==> config.mk <==
export PLATFORM = sky130hd
export DESIGN_NAME = pipe_ctrl
export DESIGN_NICKNAME = d
export VERILOG_FILES = /design/src/rtl/pipe_ctrl.sv
export SDC_FILE = /design/constraint.sdc
export NUM_CORES = 1
export LEC_CHECK = 0
export ABC_AREA = 1
export CORE_UTILIZATION = 58
export CTS_CLUSTER_DIAMETER = 30
export CTS_CLUSTER_SIZE = 16
export DETAILED_ROUTE_END_ITERATION = 8
export DONT_BUFFER_PORTS = 1
export PLACE_DENSITY_LB_ADDON = 0.1
export SLEW_MARGIN = 25
export SYNTH_ARGS = -nofsm -noshare
export SYNTH_HDL_FRONTEND = slang
export SYNTH_SLANG_ARGS = --single-unit
==> constraint.sdc <==
create_clock -name clk -period 1.6 [get_ports clk]
set_input_delay 0.32 -clock clk [delete_from_list [all_inputs] [get_ports clk]]
set_output_delay 0.32 -clock clk [all_outputs]
set_load 0.01 [all_outputs]
==> src/rtl/pipe_ctrl.sv <==
// Pipeline hazard controller: per-stage stall generation, exception flush/redirect,
// and stall/flush statistics with a sticky consecutive-stall watchdog.
module pipe_ctrl #(
   parameter logic [31:0] EXC_ENTRY   = 32'h0000_0040,
   parameter logic [31:0] ERET_TYPE   = 32'h0000_000e,
   parameter int unsigned STALL_LIMIT = 1024
) (
   input  logic        clk,
   input  logic        rst,
   input  logic        stallreq_if,
   input  logic        stallreq_id,
   input  logic        stallreq_ex,
   input  logic        stallreq_mem,
   input  logic [31:0] excepttype,
   input  logic [31:0] cp0_epc,
   output logic [5:0]  stall,
   output logic        flush,
   output logic [31:0] new_pc,
   output logic        stall_timeout,
   output logic [31:0] stall_cycles,
   output logic [15:0] flush_count
);

   localparam logic [0:0]  ST_RUN   = 1'b0;
   localparam logic [0:0]  ST_FLUSH = 1'b1;
   localparam logic [15:0] LIMIT_C  = 16'(STALL_LIMIT);

   logic [0:0]  state_q, state_d;
   logic [31:0] new_pc_q, new_pc_d;
   logic [31:0] stall_cycles_q, stall_cycles_d;
   logic [15:0] flush_count_q, flush_count_d;
   logic [15:0] run_cnt_q, run_cnt_d;
   logic        timeout_q, timeout_d;
   logic [5:0]  stall_s;

   // Stall mask: a pending or in-progress exception overrides every stall request.
   always_comb begin
      stall_s = 6'b000000;
      if (!rst) begin
         stall_s = 6'b000000;
      end else if ((state_q == ST_FLUSH) || (excepttype != 32'd0)) begin
         stall_s = 6'b000000;
      end else if (stallreq_mem) begin
         stall_s = 6'b011111;
      end else if (stallreq_ex) begin
         stall_s = 6'b001111;
      end else if (stallreq_id) begin
         stall_s = 6'b000111;
      end else if (stallreq_if) begin
         stall_s = 6'b000011;
      end else begin
         stall_s = 6'b000000;
      end
   end

   // FSM transition, redirect capture and flush statistics.
   always_comb begin
      state_d       = state_q;
      new_pc_d      = new_pc_q;
      flush_count_d = flush_count_q;
      case (state_q)
         ST_RUN: begin
            if (excepttype != 32'd0) begin
               state_d  = ST_FLUSH;
               new_pc_d = (excepttype == ERET_TYPE) ? cp0_epc : EXC_ENTRY;
            end else begin
               state_d = ST_RUN;
            end
         end
         ST_FLUSH: begin
            state_d = ST_RUN;
            if (flush_count_q != 16'hFFFF) begin
               flush_count_d = flush_count_q + 16'd1;
            end else begin
               flush_count_d = flush_count_q;
            end
         end
         default: begin
            state_d = ST_RUN;
         end
      endcase
   end

   // Stall statistics; the run counter only survives uninterrupted stall streaks.
   always_comb begin
      stall_cycles_d = stall_cycles_q;
      run_cnt_d      = 16'd0;
      if (stall_s != 6'b000000) begin
         if (stall_cycles_q != 32'hFFFF_FFFF) begin
            stall_cycles_d = stall_cycles_q + 32'd1;
         end else begin
            stall_cycles_d = stall_cycles_q;
         end
         if (run_cnt_q >= LIMIT_C) begin
            run_cnt_d = LIMIT_C;
         end else begin
            run_cnt_d = run_cnt_q + 16'd1;
         end
      end else begin
         run_cnt_d = 16'd0;
      end
      timeout_d = timeout_q | (run_cnt_d == LIMIT_C);
   end

   // State registers with asynchronous active-low reset.
   always_ff @(posedge clk or negedge rst) begin
      if (!rst) begin
         state_q        <= ST_RUN;
         new_pc_q       <= 32'h0000_0000;
         stall_cycles_q <= 32'd0;
         flush_count_q  <= 16'd0;
         run_cnt_q      <= 16'd0;
         timeout_q      <= 1'b0;
      end else begin
         state_q        <= state_d;
         new_pc_q       <= new_pc_d;
         stall_cycles_q <= stall_cycles_d;
         flush_count_q  <= flush_count_d;
         run_cnt_q      <= run_cnt_d;
         timeout_q      <= timeout_d;
      end
   end

   assign stall         = stall_s;
   assign flush         = (state_q == ST_FLUSH);
   assign new_pc        = new_pc_q;
   assign stall_timeout = timeout_q;
   assign stall_cycles  = stall_cycles_q;
   assign flush_count   = flush_count_q;

endmodule

==> impl_results.md <==
- Static leakage: 3.298 nW
- Hold/Removal Path Class: in2async
- Max-Cap Viols: 0
- Port bufs: 0
- Sequential area share after synthesis: 47.01%
- Final Setup Violations: 18
- All-Layer GR Usage: 28.27%
- Slew Limit Fails: 0
- Cell taking the most area after synthesis: dfrtp_1
- Pre-Repair DR Iteration Count: 5
- Initial core utilization: 59.81%
- Setup crit end kind: register
- Synth Area in Compound Gates: 1.031%
- Fin worst setup slack: -113.8 ps
- Worst-Margin Slew: 528.7 ps
- Antenna cells: 0
- Post-Place Cells: 872
- Maximum root-to-sink buffer count: 2
- Sum of negative setup slack: -715.3 ps
- Place WS: -81.21 ps
- Mean post-synth cell area: 7.549 µm²
- Power, Total: 4.138 mW
- Clock skew: 15.88 ps
- Nets@finish: 860
- Post-Synth Simple-Gate Area: 37.20%
- Reg area: 0.002456 mm²
- Footprint of the multi-input gates: 0.002698 mm²
- Layout Cells excl Fill: 899
- Dominant synthesized flop cell: dfrtp_1
- Top-area cell type share of the netlist area: 47.01%
- Synth cell types: 31
- RSZ-0062 raised after global routing: true
- Worst-Skew Late Latency: 380 ps
- Via density: 5.280
- Placer Congestion: 0.9542
- # fillers: 679
- Post-synth ARST share: 100.0%
- Post-synth top cells: nand2_1 (306), dfrtp_1 (98), nor2_1 (78)
- Layout cells sized above 1: 23.89%
- Core Rows: 34
- CTS tree: done
- Mux cell area share after synthesis: 0%
- DR WL/cell: 14.80 µm
- Iteration-0 DRC Markers: 250
- Detail Route Antenna Nets: 0
- Crit path kind: reg2reg
- Die Width: 96.84 µm
- Die area: 0.009377 mm²
- Routed via count: 4747
- CTS Buf Count: 9
- Core area: 0.008721 mm²
- Outcome: complete, but fails checks
- Worst EP arrival: 1980 ps
- Drt drc: 0
- Final worst path period share: 107.1%
- First-pass GRT wire length: 21.42 mm
- Worst-path clk slew: 120 ps
- Failing checks: hold timing, setup timing
- Max VDD drop: 0.0004258 V
- Startpoint types: register
- Count leader, synth: nand2_1
- Total routed wirelength: 13.31 mm
- Slew HR: 64.48%
- Tmin final: 1714 ps
- Vias in the first global route: 4660
- Clk sinks: 98
- Area growth from synthesis to layout: 24.51%
- Post-Synth XOR/XNOR Area: 7.220%
- Initial antenna violation count: 0
- Ports: 158
- Fmax: 583.5 MHz
- Synthesized cell area: 0.005216 mm²
- Final Util: 74.48%
- Hold_ws: -380.8 ps
- Worst path required time: 1860 ps
- H-tree levels: 3
- Total gr overflow: 0
- Number of synthesized flops with an enable pin: 0
- Post-synthesis adder-cell area fraction: 0.9595%
- Crit-path max FO: 3
- Clk root buf: clkbuf_8
- Synth warn: 0
- Largest net degree at the start of global routing: 104
- Yosys reg bits: 98
- Largest family of logic cells by synthesized area: simple AND/OR/NAND/NOR gates
- Design area: 0.006495 mm²
- Die Height: 96.84 µm
- Placed inst area: 0.005937 mm²
- Synth area leaders: dfrtp_1 (47%), nand2_1 (22%), nor2_1 (5.6%)
- Final hold violations: 98
- Post-Synthesis Cells: 691
- Pwr/cell area: 637.1 mW/mm²
- DP Wirelength: 9.410 mm
-- area by class of cell --
type / count / share of cell area [%]
Inverter: 54 / 3.198
Clock inverter: 7 / 1.233
Clock buffer: 9 / 1.907
Timing Repair Buffer: 94 / 12.23
Sequential cell: 98 / 37.82
Multi-Input combinational cell: 529 / 41.53
Tap cell: 108 / 2.081
-- routing by layer --
layer | GRT usage, % | routed length (µm) | vias to the layer above
met5 | 0 | 0 | -
met4 | 11.71 | 384 | 0
met3 | 6.864 | 882 | 40
met2 | 46.97 | 6503 | 176
met1 | 35.34 | 5538 | 2215
li1 | - | - | 2316
-- power by group --
group	switching [mW]	leakage [nW]	internal (mW)
Sequential	0.00156	1.33	2.48
Combinational	0.0198	1.87	0.0147
Clock	0.999	0.0994	0.622
Total	1.02	3.30	3.12
-- logic make-up after synthesis --
logic type / Yosys count
AND/OR/NAND/NOR: 466
flip-flops: 98
buffers and inverters: 69
XOR/XNOR: 43
AO/OA/AOI/OAI: 10
adder cells (fa/ha/maj): 4
other: 1
-- final timing paths --
| path | from | endpoint | slack, ps | cells after the start |
|---|---|---|---|---|
| setup reg to reg | flush_count[7]$_DFFE_PN0P_ | flush_count[12]$_DFFE_PN0P_ | -110 | 6 |
| min in group clk | cp0_epc[16] | new_pc[16]$_DFFE_PN0P_ | 50 | 2 |
| setup / recovery | flush_count[7]$_DFFE_PN0P_ | flush_count[12]$_DFFE_PN0P_ | -110 | 6 |
| hold / removal | rst | flush_count[0]$_DFFE_PN0P_ | -380 | 0 |
| max in group asynchronous | rst | stall_cycles[0]$_DFFE_PN0P_ | 1800 | 0 |
| hold reg to reg | run_cnt_q[0]$_DFF_PN0_ | run_cnt_q[0]$_DFF_PN0_ | 470 | 1 |
-- repair_timing --
item                                    4_1_cts  5_1_grt
endpoints found under the setup margin       43       54
endpoints found under the hold margin        98       98
setup buffers                                 4        6
gates resized for setup                      21       59
gates cloned                                  0        1
pin swaps                                     2       16
-- critical path, stage by stage, from the launching register on --
cell,delay [ps]
dfrtp_1,380
nand2_1,140
nor3_1,450
nand3_1,210
nor3_4,190
nand3b_1,110
o21a_1,110
-- placed cells by master (no fill, tap or decap), types with 4 or more instances in the layout --
| cell type | instances |
|---|---|
| nand4_1 | 11 |
| xnor2_1 | 12 |
| conb_1 | 6 |
| buf_12 | 5 |
| nand2_2 | 19 |
| buf_4 | 82 |
| o21ai_2 | 4 |
| nand3_1 | 13 |
| nor2_2 | 6 |
| nor3_2 | 10 |
| buf_6 | 7 |
| inv_1 | 43 |
| nor2_4 | 7 |
| nor3_1 | 16 |
| dfrtp_1 | 95 |
| inv_2 | 9 |
| nor2_1 | 69 |
| nor3_4 | 5 |
| clkbuf_8 | 9 |
| xor2_1 | 31 |
| nand2_1 | 291 |
-- sequential cells by signal, indices dropped and copies added, names as in the netlist --
| name | flops |
|---|---|
| flush_count | 16 |
| run_cnt_q | 16 |
| stall_cycles | 32 |
| stall_timeout | 1 |
| new_pc | 32 |
| flush | 1 |
Power figures use the tool's default switching activity.
